**src/rtl/clk_div_prog_if.sv**
```systemverilog
// clk_div_prog_if: control and status bundle between a clk_div_prog and its user.
interface clk_div_prog_if #(
    parameter int CNT_W = 16
);
    logic             enable;
    logic [CNT_W-1:0] div_value;
    logic             div_load;
    logic             div_ack;
    logic             div_err;
    logic             clk_out;
    logic             tick;
    logic             active;
    modport master (output enable, div_value, div_load, input div_ack, div_err, clk_out, tick, active);
    modport slave (input enable, div_value, div_load, output div_ack, div_err, clk_out, tick, active);
endinterface

```
**src/rtl/clk_div_prog.sv**
```systemverilog
// clk_div_prog: runtime-programmable clock divider with load handshake and period tick.
// Define CLKDIV_EXACT_DUTY_EN for a 50% duty output on odd ratios (adds one negedge flop).
module clk_div_prog #(
    parameter int CNT_W       = 16,
    parameter int DEFAULT_DIV = 50
) (
    input logic           clk_in,
    input logic           rst_n,
    clk_div_prog_if.slave bus
);
    typedef enum logic {IDLE, RUN} state_t;
    state_t           state, state_nx;
    logic [CNT_W-1:0] cnt, cnt_nx, n_cur, n_nx, pend, pend_nx;
    logic [CNT_W:0]   half;
    logic             pend_vld, pend_vld_nx, phase, phase_nx, ack_q, err_q;
    logic             load_ok, load_bad, wrap, boundary, apply;

    always_ff @(posedge clk_in or negedge rst_n) begin
        if (!rst_n) begin
            state    <= IDLE;
            cnt      <= '0;
            n_cur    <= CNT_W'(DEFAULT_DIV);
            pend     <= '0;
            pend_vld <= 1'b0;
            phase    <= 1'b0;
            ack_q    <= 1'b0;
            err_q    <= 1'b0;
        end else begin
            state    <= state_nx;
            cnt      <= cnt_nx;
            n_cur    <= n_nx;
            pend     <= pend_nx;
            pend_vld <= pend_vld_nx;
            phase    <= phase_nx;
            ack_q    <= apply;
            err_q    <= load_bad;
        end
    end

    // A rejected load at a boundary holds any pending ratio one more period so ack and err never coincide.
    always_comb begin
        load_ok     = bus.div_load && bus.div_value >= CNT_W'(2);
        load_bad    = bus.div_load && !load_ok;
        wrap        = state == RUN && cnt == n_cur - CNT_W'(1);
        boundary    = state == IDLE || wrap;
        apply       = boundary && !load_bad && (load_ok || pend_vld);
        n_nx        = apply ? (load_ok ? bus.div_value : pend) : n_cur;
        pend_nx     = load_ok ? bus.div_value : pend;
        pend_vld_nx = apply ? 1'b0 : (pend_vld || load_ok);
        state_nx    = boundary ? (bus.enable ? RUN : IDLE) : state;
        cnt_nx      = boundary ? '0 : cnt + CNT_W'(1);
        half        = ({1'b0, n_nx} + (CNT_W+1)'(1)) >> 1;
        phase_nx    = state_nx == RUN && {1'b0, cnt_nx} < half;
    end

`ifdef CLKDIV_EXACT_DUTY_EN
    logic phase_neg;
    always_ff @(negedge clk_in or negedge rst_n) begin
        if (!rst_n) phase_neg <= 1'b0;
        else        phase_neg <= phase;
    end
`endif

    always_comb begin
        bus.tick    = wrap;
        bus.active  = state == RUN;
        bus.div_ack = ack_q;
        bus.div_err = err_q;
`ifdef CLKDIV_EXACT_DUTY_EN
        bus.clk_out = n_cur[0] ? (phase & phase_neg) : phase;
`else
        bus.clk_out = phase;
`endif
    end
endmodule
```
**src/flat_wrapper.sv**
```systemverilog
// flat-port wrapper written by rule: the top's interface ports become plain ports
module clk_div_prog_flat 
#(
    parameter int CNT_W       = 16,
    parameter int DEFAULT_DIV = 50
)
  (clk_in, rst_n, bus_enable, bus_div_value, bus_div_load, bus_div_ack, bus_div_err, bus_clk_out, bus_tick, bus_active);
  clk_div_prog_if #(.CNT_W(CNT_W)) bus_i ();
  input logic clk_in;
  input logic rst_n;
  input wire logic [$bits(bus_i.enable)-1:0] bus_enable;
  input wire logic [$bits(bus_i.div_value)-1:0] bus_div_value;
  input wire logic [$bits(bus_i.div_load)-1:0] bus_div_load;
  output wire logic [$bits(bus_i.div_ack)-1:0] bus_div_ack;
  output wire logic [$bits(bus_i.div_err)-1:0] bus_div_err;
  output wire logic [$bits(bus_i.clk_out)-1:0] bus_clk_out;
  output wire logic [$bits(bus_i.tick)-1:0] bus_tick;
  output wire logic [$bits(bus_i.active)-1:0] bus_active;
  assign bus_i.enable = bus_enable;
  assign bus_i.div_value = bus_div_value;
  assign bus_i.div_load = bus_div_load;
  assign bus_div_ack = bus_i.div_ack;
  assign bus_div_err = bus_i.div_err;
  assign bus_clk_out = bus_i.clk_out;
  assign bus_tick = bus_i.tick;
  assign bus_active = bus_i.active;
  clk_div_prog #(.CNT_W(CNT_W), .DEFAULT_DIV(DEFAULT_DIV)) u_core (.clk_in(clk_in), .rst_n(rst_n), .bus(bus_i));
endmodule
```
**config.mk**
```make
export PLATFORM = sky130hd
export DESIGN_NAME = clk_div_prog_flat
export DESIGN_NICKNAME = d
export VERILOG_FILES = /design/src/rtl/clk_div_prog_if.sv /design/src/rtl/clk_div_prog.sv /design/src/flat_wrapper.sv
export SDC_FILE = /design/constraint.sdc
export NUM_CORES = 1
export LEC_CHECK = 0
export ABC_AREA = 0
export BUFFER_PORTS_ARGS = -buffer_cell sky130_fd_sc_hd__buf_4
export CAP_MARGIN = 10
export CORE_UTILIZATION = 65
export CTS_CLUSTER_DIAMETER = 150
export DETAILED_ROUTE_END_ITERATION = 8
export GPL_TIMING_DRIVEN = 1
export PLACE_DENSITY = 0.82
export SYNTH_ARGS = -nofsm -noshare
export SYNTH_HDL_FRONTEND = slang
export SYNTH_SLANG_ARGS = --single-unit
```
**constraint.sdc**
```tcl
create_clock -name clk_in -period 12.61 [get_ports clk_in]
set_input_delay 0.6305 -clock clk_in [delete_from_list [all_inputs] [get_ports clk_in]]
set_output_delay 0.6305 -clock clk_in [all_outputs]
set_load 0.05 [all_outputs]
```
; Word-level counts from Yosys, hierarchy flattened
; Cells that the tools add are included.
[totals]
ff_bits = 53
latchBits = 0
ramBits = 0
mem_bits_ro = 0
inputBits = 20
word_cells = 31
memories = 0
[classes]
n_addsub = 3
mul = 0
n_div = 0
magnitude_cmp = 2
eq_ne = 1
n_shift = 0
muxes = 6
bitwise = 1
reduce_logical = 10
[op_table]
columns = op, n
row1 = 16-bit 2-to-1 mux, 3
row2 = 16-bit by 1-bit adder with 17-bit output (second input constant), 1
row3 = 16-bit by 1-bit adder with 16-bit output (second input constant), 1
row4 = 16-bit equality test, 1
row5 = 16-bit by 2-bit >= comparator with 1-bit output (second input constant), 1
row6 = 16-bit < comparator, 1
row7 = 16-bit by 1-bit subtractor with 16-bit output (second input constant), 1
row8 = 1-bit logical AND, 6
row9 = 1-bit 2-to-1 mux, 3
row10 = 1-bit logical NOT, 2
row11 = 1-bit logical OR, 2
row12 = 1-bit NOT, 1

; Depth between registers and ports, before layout
; Gate-level depths: netlist of run 1.
[depth]
word_depth = 11
ltp_mapped = 31
depth_no_buf = 28

; Least setup slack after synthesis of run 1
; OpenSTA, ideal clock, no wires.
[synth_timing]
path_type = reg2reg
from = reg u_core.n_cur[0]
to = reg u_core.phase, in the netlist u_core.bus.clk_out
setup_ps = 82
arrival_time_ps = 5114
slack_ps = 7414
stages_incl_launch_ff = 31
cell_sequence = dfrtp_1 > inv_1 > ha_1 > or4b_4 > nor4b_4 > xnor2_1 > o221ai_1 > mux2i_1 > o31ai_4 > o211a_1 > buf_4 > buf_6 > buf_6 > nand2_1 > o21ai_0 > ha_1 > o21ai_0 > or2_2 > nor2_1 > xor2_1 > a21oi_1 > ha_1 > a21oi_1 > nor2b_1 > o21ai_0 > nand2b_1 > a21oi_1 > nor2b_1 > o211ai_1 > nand4_1 > a31oi_1
[synth_between]
elab_chain_cells = 10
word_cells_on_any_way = 12
classes_between = add/sub: 2 / order compare: 1 / eq/ne: 1 / mux: 3 / reduce/logical: 5
[synth_rtl]
columns = item, line_no
row1 = "start, declared", clk_div_prog.sv:13  ; logic [CNT_W-1:0] cnt, cnt_nx, n_cur, n_nx, pend, pend_nx;
row2 = "start signal, assigned", clk_div_prog.sv:22  ; n_cur <= CNT_W'(DEFAULT_DIV);
row3 = "start signal, assigned", clk_div_prog.sv:31  ; n_cur <= n_nx;
row4 = 16-bit by 1-bit subtractor with 16-bit output, clk_div_prog.sv:44  ; wrap = state == RUN && cnt == n_cur - CNT_W'(1);
row5 = 16-bit equality test, clk_div_prog.sv:44
row6 = 1-bit logical AND, clk_div_prog.sv:44
row7 = 1-bit logical OR, clk_div_prog.sv:45  ; boundary = state == IDLE || wrap;
row8 = 1-bit logical AND (2 in a row), clk_div_prog.sv:46  ; apply = boundary && !load_bad && (load_ok || pend_vld);
row9 = 16-bit 2-to-1 mux, clk_div_prog.sv:47  ; n_nx = apply ? (load_ok ? bus.div_value : pend) : n_cur;
row10 = named net u_core.n_nx[1], clk_div_prog.sv:13
row11 = 16-bit by 1-bit adder with 17-bit output, clk_div_prog.sv:52  ; half = ({1'b0, n_nx} + (CNT_W+1)'(1)) >> 1;
row12 = 16-bit < comparator, clk_div_prog.sv:53  ; phase_nx = state_nx == RUN && {1'b0, cnt_nx} < half;
row13 = 1-bit logical AND, clk_div_prog.sv:53
row14 = named net u_core.phase_nx, clk_div_prog.sv:15  ; logic pend_vld, pend_vld_nx, phase, phase_nx, ack_q, err_q;
row15 = "end signal, assigned", clk_div_prog.sv:34  ; phase <= phase_nx;
row16 = "end, declared", clk_div_prog.sv:15
; The timed path passes the listed nets, and every way through them passes these cells.

; Worst setup path in the final report of run 1
; Same ends and word-level chain as after synthesis.

==> flow_summary.toml, run 1 <==
[power_and_ir_drop]
p_int_mw = 0.245
seqPwrFrac = 0.548
p_leak_nw = 1.85
combPwrFrac = 0.087
p_clk_frac = 0.365
p_sw_mw = 0.0796
power_density_nw_per_um2 = 80.0
power_switching_share = 0.245
ir_drop_mv = 0.0641

[die]
die_h_um = 78.4
rows = 27
io_pins = 25
dieArea_um2 = 6150
initial_utilization = 0.681
die_x_um = 78.4
coreArea_um2 = 5570

[route]
wl_per_cell_um = 16.9
ant_nets = 0
wl_mm = 8.87
drt_iter0_markers = 247
via_per_inst = 6.13
firstDrtPassIters = 5
vias = 3216
drc = 0

[finish]
final_nets = 490
drive_gt1_frac = 0.113
nFillCells = 455
syn2layout_area_growth_pct = 6.82
antenna_cells = 0

[placement]
port_buffers = 24
gp_congestion = 0.911
dp_hpwl_mm = 6.66

[timing]
tightest_slew_ns = 0.817
hold_violations = 0
rsz0062_at_grt = "no"
fin_crit_sh = 0.512
finalSetupTns_ns = 0
drv_slew = 0
max_freq_ghz = 0.155
finalSetupViolations = 0
period_minus_slack_ns = 6.46
relSlewSlack = 0.450
fin_skew_ns = 0.00582
holdWs_ns = 0.345

[clocking]
postCtsSetupBuffers = 0
cts.sinks = 53
path_clk_slew_ns = 0.10
cts_made_buffers = 5
tritoncts = "yes"
htreeDepth = 2
clock_latency_ns = 0.31
cts_buffer_depth = 2
root_buffer = "clkbuf_8"
ctsHoldBuffers = 0
cts.repair.resized = 0

[run_status]
outcome = "completed"

[critical_path]
crit_path_max_incr_delay_ns = 0.76
worstPathArrival_ns = 6.70
rr_startpoint = "u_core.n_cur[0]$_DFF_PN0_"
r2r_setup_slack_ns = 6.15
endpoint_kind = "register"
crit_path_end = "u_core.bus.clk_out$_DFF_PN0_"
rr_worst_depth = 28
rr_endpoint = "u_core.bus.clk_out$_DFF_PN0_"
cp.required_ns = 12.85
critPathSlowestCell = "o31ai_4"
critical_path.startpoint = "u_core.n_cur[0]$_DFF_PN0_"
start_kind = "register"
path_class = "register to register"
crit_fanout = 52

[logic_synthesis]
synthArstFlopShare = 1.00
synth_top_family_by_area = "simple AND/OR/NAND/NOR gates"
synth_area_um2 = 3800
yosysSeqAreaShare = 0.350
ys_warn_count = 0
synth-main-ff-cell = "dfrtp_1"
avgSynthCellArea_um2 = 8.57
synthCells = 443
synthMuxAreaShare = 0.0494
syn_nets = 481
synth-seq-cells = 53
synth_compound_area_frac = 0.0972
synth-adder-area-share = 0.0593
synth_xor_area_frac = 0.143
synth_cell_types = 45
synth-simple-area-share = 0.252
synth_edf_count = 0

[flow_run]
maxCapViolCount = 0

[global_route]
antenna_found_initial = 0
grtUsageTotal = 0.312
grt_pass1_vias = 3097
grt_pass1_wl_mm = 14.9
grt_start_max_net_pins = 54
overflow = 0

[worst_hold_path]
hold_path_class = "input pin to asynchronous set/reset pin"
cell families (layout without fill, tap and decap cells):
kind of cell / count (synthesis) / after routing
buf+inv: 37 / 47
simple gates: 195 / 195
mux: 17 / 17
xor+xnor: 62 / 62
fa+ha+maj: 18 / 18
compound gates: 61 / 61
flops: 53 / 53
flip-flops by register name, summed over array words and instances (netlist names):
| register | cells |
|---|---|
| u_core.n_cur | 16 |
| u_core.bus.clk_out | 1 |
| u_core.bus.div_ack | 1 |
| u_core.bus.div_err | 1 |
| u_core.cnt | 16 |
| u_core.pend_vld | 1 |
| u_core.pend | 16 |
| u_core.bus.active | 1 |
area by class of cell:
type                    instances  area, µm²  area share
well taps                      72       90.1      0.0222
inverters                      14       52.6      0.0130
repair buffers                 25        188      0.0463
multi-input cells             353       2280       0.563
flip-flops and latches         53       1330       0.328
clock buffers                   6       72.6      0.0179
clock inverters                 2       38.8     0.00956
layout by cell type (no fill, tap or decap), types with 2 or more instances in the layout:
| cell type | n |
|---|---|
| nand2_1 | 59 |
| dfrtp_1 | 50 |
| nor2_1 | 47 |
| xnor2_1 | 33 |
| xor2_1 | 29 |
| nand3_1 | 25 |
| buf_4 | 25 |
| o21ai_0 | 22 |
| a21oi_1 | 19 |
| ha_1 | 18 |
| nand4_1 | 16 |
| and3_1 | 15 |
| inv_1 | 14 |
| nor4_1 | 12 |
| mux2_2 | 10 |
| mux2i_1 | 6 |
| clkbuf_8 | 5 |
| nand2b_1 | 4 |
| nor2b_1 | 4 |
| a31oi_1 | 4 |
| nor3_1 | 3 |
| nor4b_1 | 3 |
| dfstp_2 | 3 |
| o221ai_1 | 2 |
| a41oi_1 | 2 |
| o211ai_1 | 2 |
| a21o_1 | 2 |
| and2_1 | 2 |
synthesized netlist by cell type, drive strengths merged, types with 4 or more instances:
library cell | instances | area share
nand3 | 25 | 0.033
mux2 | 11 | 0.034
a21oi | 19 | 0.025
nor2b | 4 | 0.0066
nor4b | 4 | 0.013
dfrtp | 50 | 0.33
clkbuf | 12 | 0.012
o21ai | 23 | 0.030
and3 | 15 | 0.025
nor2 | 47 | 0.046
nor4 | 12 | 0.020
mux2i | 6 | 0.016
xor2 | 29 | 0.067
buf | 11 | 0.022
nand2b | 4 | 0.0066
ha | 18 | 0.059
inv | 14 | 0.014
xnor2 | 33 | 0.076
a31oi | 4 | 0.0066
nand2 | 59 | 0.058
nand4 | 16 | 0.026
layer usage:
metal	global-route usage	vias to the layer above	part of all wire
met3	0.0407	12	0.047
met1	0.443	1542	0.46
met5	0	-	0
met4	0.0741	0	0.0095
met2	0.506	111	0.48
li1	-	1551	-
worst min path at each step:
stage               slack, ns                           to  cells past startpoint
finish                   0.35      u_core.cnt[2]$_DFF_PN0_                      1
global route             0.40    u_core.pend_vld$_DFF_PN0_                      1
CTS                      0.37    u_core.pend_vld$_DFF_PN0_                      1
detailed placement       0.52    u_core.pend[15]$_DFF_PN0_                      2
global placement         0.51    u_core.pend[15]$_DFF_PN0_                      2
floorplan                0.33  u_core.bus.active$_DFF_PN0_                      0
power by group through the flow:
stage / combinational [mW] / clock [mW] / sequential (mW)
global route: 0.0315 / 0.126 / 0.178
global placement: 0.0276 / 0 / 0.181
floorplan: 0.0148 / 0 / 0.180
CTS: 0.0282 / 0.120 / 0.178
finish: 0.0282 / 0.118 / 0.178
detailed placement: 0.0281 / 0 / 0.181
stage by stage:
step | power, mW | instances | util | instance area, µm² | setup WS (ns)
2_1_floorplan | 0.195 | 443 | - | 3800 | 7.41
3_3_place_gp | 0.208 | 517 | 0.708 | 3940 | 6.65
3_5_place_dp | 0.209 | 517 | 0.708 | 3940 | 6.30
4_1_cts | 0.326 | 525 | 0.727 | 4060 | 6.22
5_1_grt | 0.336 | 525 | 0.727 | 4060 | 5.56
6_report | 0.324 | 525 | 0.727 | 4060 | 6.15
critical path: cells and delay by family, from the launching register on:
family | cells | cell delay, ns
and+or+nand+nor | 9 | 1.73
muxes | 1 | 0.16
AOI/OAI and AO/OA | 11 | 2.42
buffers and inverters | 2 | 0.51
xor gates and xnor gates | 2 | 0.26
adders and majority gates | 3 | 0.83
DFF | 1 | 0.46
Power figures use the tool's default switching activity.
==> run 2, diff against run 1 <==
--- a/config.mk
+++ b/config.mk
@@ -8,11 +8,11 @@
 export ABC_AREA = 0
 export BUFFER_PORTS_ARGS = -buffer_cell sky130_fd_sc_hd__buf_4
 export CAP_MARGIN = 10
-export CORE_UTILIZATION = 65
+export CORE_UTILIZATION = 55
 export CTS_CLUSTER_DIAMETER = 150
 export DETAILED_ROUTE_END_ITERATION = 8
 export GPL_TIMING_DRIVEN = 1
-export PLACE_DENSITY = 0.82
+export PLACE_DENSITY = 0.73
 export SYNTH_ARGS = -nofsm -noshare
 export SYNTH_HDL_FRONTEND = slang
 export SYNTH_SLANG_ARGS = --single-unit
==> constraint.sdc (replaced) <==
create_clock -name clk_in -period 5.6 [get_ports clk_in]
set_input_delay 0.28 -clock clk_in [delete_from_list [all_inputs] [get_ports clk_in]]
set_output_delay 0.28 -clock clk_in [all_outputs]
set_load 0.05 [all_outputs]
==> run 2 against run 1 <==
Against the previous run: the run now ends with hold timing left; first-iteration DRC count up 25%; sequential power rose by 130%; setup slack worse by 5.8 ns; flip-flop and latch count unchanged; clock skew rose by 0.0038 ns; critical path depth is 2 lower; via count increased by 1.4%; maximum frequency rose by 23%; largest cell class unchanged; highest routed layer unchanged.
==> flow_summary.toml, run 2 (synthesis results as in run 1) <==
[global_route]
grt_pass1_wl_mm = 15.4
antenna_found_initial = 0
overflow = 0
grt_pass1_vias = 3154
met3_usage = 0.0350
grt_start_max_net_pins = 54
met1_usage = 0.388
grtUsageTotal = 0.268
gr-usage-met2 = 0.435
gr-max-usage-layer = "met2"

[timing]
hold_violations = 9
tightest_slew_ns = 0.671
fin_crit_sh = 0.935
finalSetupTns_ns = 0
finalWorstSetupSlack_ns = 0.365
finalSetupViolations = 0
period_minus_slack_ns = 5.24
drv_slew = 0
fin_skew_ns = 0.00962
rsz0062_at_grt = "no"
holdWs_ns = -0.00318
max_freq_ghz = 0.191
relSlewSlack = 0.553

[run_status]
violations = "hold timing"
outcome = "complete, but fails checks"

[critical_path]
worstPathArrival_ns = 5.47
path_class = "register to register"
critPathSlowestCell = "or4b_4"
start_kind = "register"
critPathBufInv = 1
endpoint_kind = "register"
cpLargestDelayFamily = "simple AND/OR/NAND/NOR gates"
crit_fanout = 8
crit_top_cell = "a21oi_1"
crit_path_max_incr_delay_ns = 0.49
cp.required_ns = 5.83

[route]
firstDrtPassIters = 5
drc = 0
drt_iter0_markers = 308
vias = 3260
wl_per_cell_um = 16.6
via_per_inst = 6.01
ant_nets = 0
wl_mm = 9.00

[placement]
dp_hpwl_mm = 6.68
dp.cells = 529
dp_slack_ns = 0.124
gp_congestion = 0.923
port_buffers = 24

[power_and_ir_drop]
p_total_mw = 0.733
power_density_nw_per_um2 = 175
ir_drop_mv = 0.133
p_leak_nw = 1.90

[clocking]
tritoncts = "yes"
root_buffer = "clkbuf_8"
ctsHoldBuffers = 0
clock_latency_ns = 0.32
path_clk_slew_ns = 0.10
cts_buffer_depth = 2
cts.sinks = 53
htreeDepth = 2
cts_made_buffers = 5

[finish]
largest_registers = "u_core.cnt: 16 flops, u_core.n_cur: 16 flops, u_core.pend: 16 flops"
antenna_cells = 0
layout_commonest_cell = "nand2_1"
syn2layout_area_growth_pct = 10.5
drive_gt1_frac = 0.159
final_nets = 502
final_cells = 542
final_cell_mix = "59 x nand2_1, 49 x dfrtp_1, 46 x nor2_1, 37 x buf_4, 33 x xnor2_1"
nFillCells = 528

[flow_run]
maxCapViolCount = 0

[worst_hold_path]
hold_path_class = "input pin to asynchronous set/reset pin"

[die]
io_pins = 25
initial_utilization = 0.584
coreArea_um2 = 6490
dieArea_um2 = 7240
die_x_um = 85.1
die_h_um = 85.1
rows = 29
run 2: per-layer routing:
layer / up-vias / wire [µm]
met3: 6 / 438
li1: 1581 / -
met2: 118 / 4230
met1: 1555 / 4270
met4: 0 / 61
met5: - / 0
run 2: per-stage QoR:
step,instance area (µm²),utilization,hold WS [ns]
after detailed placement,4000,0.616,0.377
after CTS,4110,0.633,0.0293
after global routing,4200,0.646,0.0609
final,4200,0.646,-0.00318
after global placement,4000,0.616,0.361
after floorplan,3800,-,-0.0156
run 2: layout make-up:
| cell class | count | area, µm² | share of cell area |
|---|---|---|---|
| multi-input combinational | 353 | 2330 | 0.555 |
| tap | 77 | 96.3 | 0.0230 |
| sequential | 53 | 1330 | 0.317 |
| timing repair buffer | 37 | 278 | 0.0662 |
| clock inverter | 2 | 38.8 | 0.00924 |
| inverter | 14 | 52.6 | 0.0125 |
| clock buffer | 6 | 72.6 | 0.0173 |
run 2: final timing paths:
kind | startpoint | to | slack (ns) | cells past startpoint
min reg2reg | u_core.pend[15]$_DFF_PN0_ | u_core.pend[15]$_DFF_PN0_ | 0.55 | 2
min | rst_n | u_core.cnt[1]$_DFF_PN0_ | -0.003 | 1
max | u_core.n_cur[0]$_DFF_PN0_ | u_core.bus.clk_out$_DFF_PN0_ | 0.36 | 26
max reg2reg | u_core.n_cur[0]$_DFF_PN0_ | u_core.bus.clk_out$_DFF_PN0_ | 0.36 | 26
max in group asynchronous | rst_n | u_core.n_cur[0]$_DFF_PN0_ | 5.13 | 1
min in group clk_in | bus_enable | u_core.bus.active$_DFF_PN0_ | 0.21 | 2
run 2: what timing repair did:
item,CTS,global route
resized for setup,0,16
setup buffers,0,5
setup endpoints to repair,0,1
run 2: where the power goes:
group          switching, mW  leakage, nW  total (mW)  internal (mW)
Clock                  0.133       0.0558       0.269          0.135
Sequential           0.00742        0.652       0.401          0.393
Combinational         0.0398         1.19      0.0639         0.0241
==> run 3, diff against run 2 <==
--- a/config.mk
+++ b/config.mk
@@ -8,11 +8,11 @@
 export ABC_AREA = 0
 export BUFFER_PORTS_ARGS = -buffer_cell sky130_fd_sc_hd__buf_4
 export CAP_MARGIN = 10
-export CORE_UTILIZATION = 55
+export CORE_UTILIZATION = 61
 export CTS_CLUSTER_DIAMETER = 150
 export DETAILED_ROUTE_END_ITERATION = 8
 export GPL_TIMING_DRIVEN = 1
-export PLACE_DENSITY = 0.73
+export PLACE_DENSITY = 0.77
 export SYNTH_ARGS = -nofsm -noshare
 export SYNTH_HDL_FRONTEND = slang
 export SYNTH_SLANG_ARGS = --single-unit
==> constraint.sdc (replaced) <==
create_clock -name clk_in -period 5.9 [get_ports clk_in]
set_input_delay 0.295 -clock clk_in [delete_from_list [all_inputs] [get_ports clk_in]]
set_output_delay 0.295 -clock clk_in [all_outputs]
set_load 0.05 [all_outputs]
==> run 3 against run 2 <==
Against the previous run: the run now ends clean; clock power decreased by 19%; combinational power shrank 5.2%; highest routed layer unchanged; non-clock buffer count is 7 lower; first-iteration DRC count is 42% lower; total power is 10% lower; cell count is 1.7% lower; die area fell by 9.6%.
==> flow_summary.toml, run 3 (synthesis results as in run 1) <==
[run_status]
outcome = "completed"

[placement]
gp_congestion = 0.886
dp_slack_ns = 0.411
post_dp_cell_area_um2 = 3970
port_buffers = 24
dp_hpwl_mm = 6.50
dp.cells = 523

[finish]
layout_commonest_cell = "nand2_1"
fin_util = 0.686
fin_area_um2 = 4090
antenna_cells = 0
syn2layout_area_growth_pct = 7.68
nFillCells = 513
final_cell_mix = "59 x nand2_1, 50 x dfrtp_1, 46 x nor2_1, 33 x xnor2_1, 30 x buf_4"
final_nets = 495
drive_gt1_frac = 0.131
final_cells = 533
largest_registers = "u_core.cnt: 16 flops, u_core.n_cur: 16 flops, u_core.pend: 16 flops"

[flow_run]
maxCapViolCount = 0

[timing]
finalSetupViolations = 0
max_freq_ghz = 0.185
fin_skew_ns = 0.00685
tightest_slew_ns = 0.715
relSlewSlack = 0.520
drv_slew = 0
period_minus_slack_ns = 5.39
hold_violations = 0
fin_crit_sh = 0.914
finalWorstSetupSlack_ns = 0.505
finalSetupTns_ns = 0

[die]
initial_utilization = 0.637
die_x_um = 80.9
die_h_um = 80.9
rows = 28
io_pins = 25
coreArea_um2 = 5960
dieArea_um2 = 6540

[critical_path]
crit_fanout = 6
cp.required_ns = 6.14
rr_startpoint = "u_core.n_cur[0]$_DFF_PN0_"
critical_path.startpoint = "u_core.n_cur[0]$_DFF_PN0_"
path_class = "register to register"
start_kind = "register"
rr_worst_depth = 27
worstPathArrival_ns = 5.63
endpoint_kind = "register"

[clocking]
cts.sinks = 53
tritoncts = "yes"
path_clk_slew_ns = 0.11
clock_latency_ns = 0.31
cts_made_buffers = 5
root_buffer = "clkbuf_8"
cts_buffer_depth = 2
htreeDepth = 2
ctsHoldBuffers = 0

[route]
highest_layer = "met4"
drt_iter0_markers = 178
ant_nets = 0
firstDrtPassIters = 4
wl_met1_mm = 4.10
wl_met2_mm = 4.09
via_per_inst = 5.92
vias = 3156
wl_per_cell_um = 16.2
met3_length_um = 376
drc = 0
wl_mm = 8.64

[global_route]
overflow = 0
grt_pass1_vias = 2923
grt_start_max_net_pins = 54
grtUsageTotal = 0.284
antenna_found_initial = 0
grt_pass1_wl_mm = 14.2

[power_and_ir_drop]
power_density_nw_per_um2 = 161
ir_drop_mv = 0.134
p_leak_nw = 1.86

[worst_hold_path]
hold_path_class = "input pin to asynchronous set/reset pin"
## run 3: worst paths after layout
check | end | slack, ns
min | u_core.cnt[2]$_DFF_PN0_ | 0.01
max in group asynchronous | u_core.pend[7]$_DFF_PN0_ | 5.45
max | u_core.bus.clk_out$_DFF_PN0_ | 0.51
max reg2reg | u_core.bus.clk_out$_DFF_PN0_ | 0.51
min in group clk_in | u_core.bus.active$_DFF_PN0_ | 0.23
min reg2reg | u_core.pend[1]$_DFF_PN0_ | 0.54
## run 3: repair_timing
| item | 4_1_cts | 5_1_grt |
|---|---|---|
| setup buffers | 0 | 2 |
| gates resized for setup | 0 | 5 |
| endpoints found under the setup margin | 0 | 1 |
## run 3: final cells by class
type,count,area [µm²],area share
timing repair buffer,30,225,0.0551
multi-input combinational,353,2300,0.562
tap,75,93.8,0.0230
inverter,14,52.6,0.0129
sequential,53,1330,0.325
clock buffer,5,68.8,0.0168
clock inverter,3,21.3,0.00520
## run 3: routing by layer
metal,vias up,track usage
li1,1568,-
met4,0,0.0571
met3,6,0.0427
met2,79,0.458
met1,1503,0.404
met5,-,0
## run 3: power by group
part           total, mW  leakage (nW)  switching [mW]  internal (mW)
logic             0.0606          1.16          0.0377         0.0228
clock network      0.218        0.0445           0.133         0.0848
registers          0.380         0.652         0.00704          0.373
## run 3: critical path, cell delays in order, from the launching register on
cell      delay [ns]
dfrtp_1         0.45
inv_1           0.11
ha_1            0.21
or4b_4          0.51
nor4b_4         0.36
xnor2_1         0.16
o221ai_1        0.14
mux2i_1         0.34
o31ai_4         0.13
o211a_4         0.18
o21ai_0         0.25
ha_2            0.28
and3_1          0.25
nand4_1         0.19
nor2_2          0.15
xnor2_1         0.12
nor2_1          0.05
a21oi_1         0.13
ha_1            0.26
a21oi_1         0.17
nor2b_1         0.06
o21ai_0         0.15
nand2b_1        0.07
a21oi_1         0.13
nor2b_1         0.06
o211ai_1        0.16
nand4_1         0.10
a31oi_1         0.16
## run 3: per-stage QoR
step           power [mW]  hold slack [ns]
2_1_floorplan       0.417        -0.000591
3_3_place_gp        0.447            0.370
3_5_place_dp        0.448            0.386
4_1_cts             0.661           0.0466
5_1_grt             0.684           0.0694
6_report            0.659           0.0145
